**src/rtl/servile_sram_bridge.sv**
```systemverilog
// Wishbone slave that splits each 32-bit access into four byte cycles on an 8-bit async SRAM.
// Optional SERVILE_SRAM_SKIP_EN: writes skip byte lanes whose select bit is clear.
module servile_sram_bridge #(
    parameter int AW   = 19,
    parameter int WAIT = 2
) (
    input  logic          i_clk,
    input  logic          i_rst,
    input  logic [31:0]   i_wb_adr,
    input  logic [31:0]   i_wb_dat,
    input  logic [3:0]    i_wb_sel,
    input  logic          i_wb_we,
    input  logic          i_wb_stb,
    output logic [31:0]   o_wb_rdt,
    output logic          o_wb_ack,
    output logic [AW-1:0] o_sram_adr,
    output logic [7:0]    o_sram_dout,
    input  logic [7:0]    i_sram_din,
    output logic          o_sram_ce_n,
    output logic          o_sram_oe_n,
    output logic          o_sram_we_n
);
    localparam int CW = (WAIT > 1) ? $clog2(WAIT) : 1;

    typedef enum logic [1:0] {
        IDLE    = 2'd0,
        STROBE  = 2'd1,
        RECOVER = 2'd2,
        ACK     = 2'd3
    } state_t;

    if (WAIT < 1) begin : g_bad_wait
        $error("servile_sram_bridge: WAIT must be >= 1");
    end
    if ((AW < 2) || (AW > 32)) begin : g_bad_aw
        $error("servile_sram_bridge: AW must be in 2..32");
    end

    state_t        state_q, state_d;
    logic [1:0]    lane_q, lane_d;
    logic [CW-1:0] cnt_q, cnt_d;
    logic [AW-1:0] base_q, base_d;
    logic [31:0]   dat_q, dat_d;
    logic [3:0]    sel_q, sel_d;
    logic          we_q, we_d;
    logic [31:0]   rdt_q, rdt_d;
    logic          ack_q, ack_d;
    logic [AW-1:0] sram_adr_q, sram_adr_d;
    logic [7:0]    dout_q, dout_d;
    logic          ce_n_q, ce_n_d;
    logic          oe_n_q, oe_n_d;
    logic          we_n_q, we_n_d;
    logic [2:0]    pick_idle_s;
    logic [2:0]    pick_rec_s;
    logic          unused_s;

    assign unused_s = ^i_wb_adr;

`ifdef SERVILE_SRAM_SKIP_EN
    // Lowest lane >= start that carries data (any lane for reads); 4 means none left.
    function automatic logic [2:0] next_lane(input logic we, input logic [3:0] sel,
                                             input logic [2:0] start);
        logic [2:0] res;
        res = 3'd4;
        for (int k = 3; k >= 0; k--) begin
            if ((3'(k) >= start) && (sel[k] || !we)) begin
                res = 3'(k);
            end else begin
                res = res;
            end
        end
        return res;
    endfunction

    assign pick_idle_s = next_lane(i_wb_we, i_wb_sel, 3'd0);
    assign pick_rec_s  = next_lane(we_q, sel_q, {1'b0, lane_q} + 3'd1);
`else
    assign pick_idle_s = 3'd0;
    assign pick_rec_s  = {1'b0, lane_q} + 3'd1;
`endif

    // Next-state logic; SRAM/Wishbone outputs are derived from the next state and registered.
    always_comb begin
        state_d = state_q;
        lane_d  = lane_q;
        cnt_d   = cnt_q;
        base_d  = base_q;
        dat_d   = dat_q;
        sel_d   = sel_q;
        we_d    = we_q;
        rdt_d   = rdt_q;
        case (state_q)
            IDLE: begin
                if (i_wb_stb) begin
                    base_d = i_wb_adr[AW-1:0];
                    dat_d  = i_wb_dat;
                    sel_d  = i_wb_sel;
                    we_d   = i_wb_we;
                    cnt_d  = CW'(WAIT - 1);
                    lane_d = pick_idle_s[1:0];
                    if (pick_idle_s[2]) begin
                        state_d = ACK;
                    end else begin
                        state_d = STROBE;
                    end
                end else begin
                    state_d = IDLE;
                end
            end
            STROBE: begin
                if (cnt_q == '0) begin
                    if (!we_q) begin
                        rdt_d[{lane_q, 3'b000} +: 8] = i_sram_din;
                    end else begin
                        rdt_d = rdt_q;
                    end
                    state_d = RECOVER;
                end else begin
                    cnt_d = cnt_q - CW'(1);
                end
            end
            RECOVER: begin
                if (pick_rec_s[2]) begin
                    state_d = ACK;
                end else begin
                    lane_d  = pick_rec_s[1:0];
                    cnt_d   = CW'(WAIT - 1);
                    state_d = STROBE;
                end
            end
            ACK: begin
                state_d = IDLE;
            end
            default: begin
                state_d = IDLE;
            end
        endcase

        ack_d  = (state_d == ACK);
        ce_n_d = !((state_d == STROBE) || (state_d == RECOVER));
        oe_n_d = !((state_d == STROBE) && !we_d);
        we_n_d = !((state_d == STROBE) && we_d && sel_d[lane_d]);
        // Address and write data only move when a strobe phase begins; recovery holds them.
        if (state_d == STROBE) begin
            sram_adr_d = ((base_d >> 2) << 2) | AW'(lane_d);
        end else begin
            sram_adr_d = sram_adr_q;
        end
        if ((state_d == STROBE) && we_d) begin
            dout_d = dat_d[{lane_d, 3'b000} +: 8];
        end else begin
            dout_d = dout_q;
        end
    end

    // State and output registers.
    always_ff @(posedge i_clk or posedge i_rst) begin
        if (i_rst) begin
            state_q    <= IDLE;
            lane_q     <= 2'd0;
            cnt_q      <= '0;
            base_q     <= '0;
            dat_q      <= 32'd0;
            sel_q      <= 4'd0;
            we_q       <= 1'b0;
            rdt_q      <= 32'd0;
            ack_q      <= 1'b0;
            sram_adr_q <= '0;
            dout_q     <= 8'd0;
            ce_n_q     <= 1'b1;
            oe_n_q     <= 1'b1;
            we_n_q     <= 1'b1;
        end else begin
            state_q    <= state_d;
            lane_q     <= lane_d;
            cnt_q      <= cnt_d;
            base_q     <= base_d;
            dat_q      <= dat_d;
            sel_q      <= sel_d;
            we_q       <= we_d;
            rdt_q      <= rdt_d;
            ack_q      <= ack_d;
            sram_adr_q <= sram_adr_d;
            dout_q     <= dout_d;
            ce_n_q     <= ce_n_d;
            oe_n_q     <= oe_n_d;
            we_n_q     <= we_n_d;
        end
    end

    assign o_wb_rdt    = rdt_q;
    assign o_wb_ack    = ack_q;
    assign o_sram_adr  = sram_adr_q;
    assign o_sram_dout = dout_q;
    assign o_sram_ce_n = ce_n_q;
    assign o_sram_oe_n = oe_n_q;
    assign o_sram_we_n = we_n_q;
endmodule
```
**config.mk**
```make
export PLATFORM = sky130hd
export DESIGN_NAME = servile_sram_bridge
export DESIGN_NICKNAME = d
export VERILOG_FILES = /design/src/rtl/servile_sram_bridge.sv
export SDC_FILE = /design/constraint.sdc
export NUM_CORES = 1
export LEC_CHECK = 0
export ABC_AREA = 1
export CAP_MARGIN = 20
export CORE_AREA = 2 2 153 155
export CTS_BUF_LIST = sky130_fd_sc_hd__clkbuf_4 sky130_fd_sc_hd__clkbuf_8
export CTS_CLUSTER_DIAMETER = 200
export DETAILED_ROUTE_END_ITERATION = 7
export DIE_AREA = 0 0 155 157
export HOLD_SLACK_MARGIN = 0.06
export PLACE_DENSITY = 0.51
export SLEW_MARGIN = 20
export SYNTH_ARGS = -nofsm -noshare
export SYNTH_HDL_FRONTEND = slang
export SYNTH_SLANG_ARGS = --single-unit
```
**constraint.sdc**
```tcl
create_clock -name i_clk -period 6.15 [get_ports i_clk]
set_input_delay 1.845 -clock i_clk [delete_from_list [all_inputs] [get_ports i_clk]]
set_output_delay 1.845 -clock i_clk [all_outputs]
set_load 0.02 [all_outputs]
```
* After elaboration in Yosys (flattened, before gate mapping)
Cells that the tools add are included.
** Word-level totals
- Flip-flop bits (word level) :: 124
- Logic and storage cells :: 68
- Output and inout port bits :: 63
** Cells by class
- Muxes and demuxes :: 22
- Equality and inequality tests :: 8
- Bitwise operators :: 3
- $add $sub $neg :: 3
- Reduce and logical (&&, ||, !) cells :: 13
- Shifts and indexed selects :: 3
- Order comparisons :: 1
** Operators by type and width (count)
- 32-bit two-way mux :: 2
- 19-bit two-way mux :: 2
- 32-bit bitwise mux :: 1
- 8-bit by 7-bit variable shift with 32-bit output, first input constant :: 1
- 32-bit by 6-bit indexed part select with 8-bit output :: 1
- 8-bit by 7-bit indexed part select with 32-bit output :: 1
- 19-bit by 2-bit OR with 19-bit output :: 1
- 2-bit == test, second input constant :: 4
- 2-bit two-way mux :: 4
- 4-bit two-way mux :: 2
- 2-bit case mux with 4 select lines :: 1
- 1-bit two-way mux :: 7
- 5-bit negator with 7-bit output :: 1
- 3-bit AND reduction :: 2
- 2-bit by 1-bit == test with 1-bit output, second input constant :: 2
- 1-bit zero test :: 4
- 2-bit inequality test, second input constant :: 2
- 2-bit case mux with 2 select lines :: 1
- 2-bit by 1-bit adder with 3-bit output, second input constant :: 1
- 1-bit logical AND :: 3
- 2-bit by 3-bit < comparator with 1-bit output, second input constant :: 1
- 1-bit case mux with 3 select lines :: 1
- 3-bit nonzero test :: 1
- 1-bit binary-select mux with 2-bit select :: 1
- other kinds (5) :: 6

* Depth between registers and ports, before layout
Gate-level depths: netlist (run 1).
- Depth after elaboration :: 7
- Gate-level depth with buffers :: 12
- Mapped depth without buffers :: 11

* Worst setup path after synthesis (run 1)
Ideal clock, no wire load.
- Kind :: input to register
- Start :: in i_wb_stb
- End :: reg sram_adr_q[10], in the netlist o_sram_adr[10]
- Required time :: 6.068 ns
- Setup slack :: 2.736 ns
- Setup time :: 0.082 ns
- Stages :: 11
- Buffers on the path :: 4
- Arrival :: 3.332 ns
- Path through :: buf_2 buf_2 inv_1 nand2_1 a31oi_1 inv_1 ha_1 clkbuf_1 clkbuf_1 nor2_1 a31oi_1
** Between the ends
- Word-level cells in the longest chain between the ends :: 3
- Elaborated cells on any way between the ends :: 6
** RTL lines
- start, declared :: RTL line 13 : input logic i_wb_stb,
- 1-bit two-way mux :: RTL line 94 : if (i_wb_stb) begin
- 2-bit case mux with 4 select lines :: RTL line 92 : case (state_q)
- named net state_d[0] :: RTL line 39 : state_t state_q, state_d;
- 2-bit by 1-bit == test with 1-bit output :: RTL line 144 : if (state_d == STROBE) begin
- end signal, assigned :: RTL line 183 : sram_adr_q <= sram_adr_d;
- end, declared :: RTL line 48 : logic [AW-1:0] sram_adr_q, sram_adr_d;
The timed path passes the listed nets, and every way through them passes these cells.
A chain may end at the register's enable or synchronous reset.

* Worst setup path in the final report (run 1)
- Start :: in i_wb_stb
- End :: reg dout_q[5], in the netlist o_sram_dout[5]
** Between the ends
- Word-level cells in the longest chain between the ends :: 4
- Elaborated cells on any way between the ends :: 11
** RTL lines
- 1-bit two-way mux :: RTL line 94
- 2-bit case mux with 4 select lines :: RTL line 92
- named net state_d[0] :: RTL line 39
- 2-bit by 1-bit == test with 1-bit output :: RTL line 149 : if ((state_d == STROBE) && we_d) begin
- 1-bit logical AND :: RTL line 149
- end signal, assigned :: RTL line 184 : dout_q <= dout_d;
- end, declared :: RTL line 49 : logic [7:0] dout_q, dout_d;
The timed path passes the listed nets, and every way through them passes these cells.

==> impl_metrics.yaml, run 1 <==
status:
  outcome: "completed"
place:
  globalplace.congestion: 0.7748
  io_buffers: 127
  place_area_sq_um: 7099
  place_ws_ns: 1.781
  dp_hpwl_microns: 10250
sta:
  fmaxAchievable_mhz: 258.8
  hold_viol: 0
  slew_headroom: 0.3407
  fin_ws_ns: 2.286
  setup_viol: 0
  period_needed_ns: 3.864
  skew_ns: 0.01117
  slew_violations: 0
  period_share: 0.6283
  setup_tns_ns: 0
  tightest_slew_ns: 0.9860
  timing.hold.ws_ns: 0.4680
  rsz0062_at_grt: "false"
job:
  maxCapViolations: 0
power:
  powerDensity_nw_per_um2: 527.7
  finalPower_mw: 3.990
  p_seq_frac: 0.333
  power_frac_comb: 0.458
  intPower_mw: 2.359
  clkPwrFrac: 0.209
  p_leak_nw: 3.630
  p_switching_mw: 1.631
  irDropWorstVdd_uv: 148.3
  swShare: 0.4088
yosys:
  syn-num-nets: 754
  synth_top_area_share: 0.5330
  synth_area_leaders: "dfrtp_1, nand2_1, nand3_1"
  synth.distinct_cells: 29
  synth_top_cell_by_area: "dfrtp_1"
  yosysWarnings: 0
  syn_area_sq_um: 5587
  ys_seq_area_frac: 0.5471
  synth-seq-cells: 122
  syn-mean-instance-area_sq_um: 8.388
  synthArstFlopShare: 1.000
  synth_flop_cell: "dfrtp_1"
  synth_edf_count: 0
  synth_cells: 666
global_routing:
  grt_pass1_wl_microns: 24540
  grt_usage: 0.1310
  grt_pass1_vias: 4566
  grt_max_degree: 59
  grt_overflow: 0
  antenna_found_initial: 0
hold_path:
  hold_path.class: "reg2reg"
  min_from: "base_q[14]"
clocking:
  clk_pin_slew_worst_paths_ns: 0.07
  clock_sinks: 122
  cts_tree: "built"
  clkLatencyLatePin_ns: 0.44
  post_cts_buffers: 0
  cts_max_level: 4
  cts_root_buf: "clkbuf_8"
  ctsHoldBuffers: 0
  numCtsBuffers: 17
  clk_path_buf_depth: 2
  post_cts_resize_count: 0
detailed_routing:
  finalWirelength_microns: 15480
  vias_per_cell: 4.326
  dr_wl_met3_microns: 567
  first_pass_iters: 6
  final_antenna_net_count: 0
  wl_met1_microns: 7401
  drc: 0
  drt_iter0_markers: 242
  route.detailed.wl_per_inst_microns: 14.26
  vias: 4694
  dr_wl_met2_microns: 7177
  routed.top_layer: "met4"
critical_path:
  path_class: "in2reg"
  worstSetupEndpointType: "flop"
  crit_required_ns: 6.48
  critical_path.max_stage_delay_ns: 0.50
  reg2reg_from: "state_q[1]"
  crit_chain: "buf_2 > buf_4 > inv_1 > nand2_1 > a31oi_1 > inv_1 > ha_1 > inv_1 > nor2_2 > inv_2 > nand2_1 > nand2_1"
  critPathSlowestCell: "nor2_2"
  crit_arrival_ns: 4.19
  setup.worst_path.start: "i_wb_stb"
  critPathLaunchType: "input port"
  crit_fanout: 27
floorplanning:
  core_area_sq_um: 22500
  ios: 143
  die_w_microns: 155
  initial_utilization: 0.2483
  rows: 55
  die_area_sq_um: 24340
  dieHeight_microns: 157
finish:
  drive_gt1_frac: 0.06875
  antenna_cells: 0
  finalInstanceArea_sq_um: 7561
  nNetsFinal: 875
  ff_latch_area_sq_um: 3057
  final_common_cell: "nand2_1"
  nFillCells: 2402
  multi_input_area_sq_um: 1986
  area_growth_pct: 35.34
  final_cell_mix: "nand2_1, clkdlybuf4s50_1, dfrtp_1, inv_1, nand3_1"
power groups by stage:
stage | Clock, mW | Sequential, mW | Combinational [mW]
6_report | 0.835 | 1.33 | 1.83
5_1_grt | 0.895 | 1.37 | 2.05
4_1_cts | 0.863 | 1.33 | 1.86
3_5_place_dp | 0 | 1.35 | 1.85
3_3_place_gp | 0 | 1.34 | 1.83
2_1_floorplan | 0 | 1.54 | 0.953
per-stage QoR:
step | cells | utilization
after global routing | 1085 | 0.3360
final | 1085 | 0.3360
after detailed placement | 1053 | 0.3155
after CTS | 1085 | 0.3360
after floorplan | 666 | -
after global placement | 1053 | 0.3155
logic make-up after synthesis:
family,Yosys count,share of synthesized area
adders and majority gates,8,0.01792
and+or+nand+nor,341,0.2739
muxes,2,0.004031
buffers and inverters,133,0.09742
AOI/OAI and AO/OA,60,0.05957
DFF,122,0.5471
cell type report:
type / instances / share of cell area
Sequential cell: 122 / 0.4043
Multi-Input combinational cell: 411 / 0.2626
Timing Repair Buffer: 134 / 0.1744
Inverter: 101 / 0.05047
Tap cell: 285 / 0.04716
Clock buffer: 18 / 0.03194
Clock inverter: 14 / 0.02912
routing by layer:
layer,vias to the layer above,GRT usage
li1,2361,-
met1,2196,0.1761
met2,119,0.2038
met3,18,0.02533
met4,0,0.06173
met5,-,0
synth_stat cells, types with 7 or more instances:
cell      count
nand4_1       7
dfrtp_1     119
nor2_1       23
nand3b_1     25
nand2_1     193
nand3_1      83
clkbuf_1     13
buf_2        12
inv_1        98
o21ai_0      29
a31oi_1      19
ha_1          8
final timing paths:
check | end | slack (ns) | cells after the start
max reg2reg | o_sram_dout[5] | 2.92 | 9
max in group asynchronous | o_sram_we_n | 3.28 | 3
max | o_sram_dout[5] | 2.29 | 12
min in group asynchronous | o_sram_adr[17] | 1.89 | 2
min | base_q[14] | 0.47 | 2
min reg2reg | base_q[14] | 0.47 | 2
state kept, by name, summed over array words and instances, names as in the netlist, 2 cells and up:
name,flops
base_q,17
dat_q,32
sel_q,4
state_q,2
o_sram_adr,19
lane_q,2
o_sram_dout,8
o_wb_rdt,32
critical path, delay by kind of cell:
family	cells	cell delay, ns
compound gates	1	0.08
simple gates	4	0.76
buf+inv	6	1.31
fa+ha+maj	1	0.17
Note: power is estimated with default switching activity, not from simulation.
==> inputs of run 2 (changes only) <==
Clock period 6.15 ns to 4 ns, I/O delays scaled along.
==> run 2 against run 1 <==
Net effect:
- total power up 49%
- critical path type is now reg2out
- worst hold slack worse by 0.00076 ns
- largest power group unchanged
- count of clock-buffer cells in the layout up 7
- critical path depth down 11
- highest routed layer unchanged
- largest cell class unchanged
==> impl_metrics.yaml, run 2 (same netlist as run 1, synthesis figures left out) <==
finish:
  drive_gt1_frac: 0.07107
  finalInstanceArea_sq_um: 7520
  nFillCells: 2378
  final_cell_mix: "nand2_1, clkdlybuf4s50_1, dfrtp_1, inv_1, nand3_1"
  multi_input_area_sq_um: 1986
  antenna_cells: 0
  area_growth_pct: 34.60
  ff_latch_area_sq_um: 3057
  final_common_cell: "nand2_1"
  nNetsFinal: 877
critical_path:
  crit_chain: "clkdlybuf4s50_1"
  critPathSlowestCell: "clkdlybuf4s50_1"
  cp.buffers_inverters: 1
  crit_fanout: 1
  critical_path.max_stage_delay_ns: 0.62
  crit_arrival_ns: 1.57
  crit_required_ns: 2.80
  worstSetupEndpointType: "output port"
  path_class: "reg2out"
  crit_family: "buffers and inverters"
  critPathLaunchType: "flop"
floorplanning:
  die_w_microns: 155
  ios: 143
  die_area_sq_um: 24340
  initial_utilization: 0.2483
  dieHeight_microns: 157
  rows: 55
  core_area_sq_um: 22500
power:
  p_seq_frac: 0.345
  p_switching_mw: 2.456
  clkPwrFrac: 0.179
  swShare: 0.4142
  intPower_mw: 3.475
  p_leak_nw: 3.627
  irDropWorstVdd_uv: 187.8
  powerDensity_nw_per_um2: 788.7
  power_frac_comb: 0.476
global_routing:
  grt_overflow: 0
  grt_usage: 0.1323
  antenna_found_initial: 0
  grt_pass1_vias: 4634
  grt_pass1_wl_microns: 25160
  grt_max_degree: 123
clocking:
  post_cts_buffers: 0
  numCtsBuffers: 17
  clk_path_buf_depth: 2
  cts_max_level: 4
  post_cts_resize_count: 0
  cts_root_buf: "clkbuf_8"
  clkLatencyLatePin_ns: 0.43
  clk_pin_slew_worst_paths_ns: 0.07
  cts_tree: "built"
  clock_sinks: 122
  ctsHoldBuffers: 0
detailed_routing:
  final_antenna_net_count: 0
  vias: 4703
  route.detailed.wl_per_inst_microns: 14.17
  first_pass_iters: 4
  vias_per_cell: 4.327
  drt_iter0_markers: 293
  finalWirelength_microns: 15400
  drc: 0
place:
  io_buffers: 127
  dp_hpwl_microns: 10160
  place_ws_ns: 0.9862
  place_area_sq_um: 7141
  globalplace.congestion: 0.7593
sta:
  fin_ws_ns: 1.232
  rsz0062_at_grt: "false"
  setup_viol: 0
  period_needed_ns: 2.768
  slew_headroom: 0.3792
  period_share: 0.6919
  skew_ns: 0.01393
  hold_viol: 0
  tightest_slew_ns: 0.9241
  slew_violations: 0
  setup_tns_ns: 0
  fmaxAchievable_mhz: 361.3
job:
  maxCapViolations: 0
status:
  outcome: "completed"
hold_path:
  hold_path.class: "reg2reg"
-- run 2: cell count changes in the layout (fill, tap and decap cells not counted), moves of 2 or more --
| cell | previous run | this run |
|---|---|---|
| clkinv_2 | 1 | 4 |
| inv_6 | 2 | 0 |
| clkinvlp_4 | 4 | 2 |
| buf_12 | 0 | 2 |
| clkbuf_8 | 17 | 20 |
| bufinv_16 | 5 | 1 |
| clkbuf_4 | 1 | 5 |
-- run 2: per-layer routing --
metal	wire length [microns]	track usage	vias to the layer above
met5	0	0	-
met4	346	0.05423	0
met3	707	0.03331	25
met2	7198	0.2114	115
met1	7150	0.1714	2198
li1	-	-	2365
-- run 2: stage by stage --
stage	hold slack (ns)	cells	power (mW)	utilization
CTS	0.4708	1087	6.032	0.3342
global placement	0.4495	1055	4.899	0.3173
global route	0.4860	1087	6.455	0.3342
finish	0.4673	1087	5.931	0.3342
detailed placement	0.4548	1055	4.938	0.3173
floorplan	0.4365	666	3.838	-
-- run 2: final cells by class --
| type | count | area share |
|---|---|---|
| clock buffers | 25 | 0.04160 |
| flip-flops and latches | 122 | 0.4065 |
| repair buffers | 136 | 0.1807 |
| clock inverters | 7 | 0.008819 |
| multi-input cells | 411 | 0.2641 |
| well taps | 285 | 0.04742 |
| inverters | 101 | 0.05092 |
-- run 2: worst paths after layout --
kind                              from        endpoint  slack [ns]  cells past startpoint
min in group asynchronous        i_rst  o_sram_adr[18]        1.24                      3
max                        o_sram_oe_n     o_sram_oe_n        1.23                      1
min                         base_q[12]      base_q[12]        0.47                      2
max reg2reg                 state_q[1]  o_sram_dout[3]        1.67                      8
min reg2reg                 base_q[12]      base_q[12]        0.47                      2
max in group asynchronous        i_rst       dat_q[19]        2.12                      3
-- run 2: tightest hold or removal path, cell delays in order (launching register included) --
cell and delay [ns]:
dfrtp_1 0.32, nand2_1 0.06, nand2_1 0.05
-- run 2: power by group through the flow --
stage                     clock network [mW]  registers [mW]  logic, mW
after floorplan                            0            2.37       1.47
after global placement                     0            2.06       2.84
after detailed placement                   0            2.07       2.86
after CTS                               1.10            2.05       2.87
after global routing                    1.16            2.12       3.18
final                                   1.06            2.05       2.82
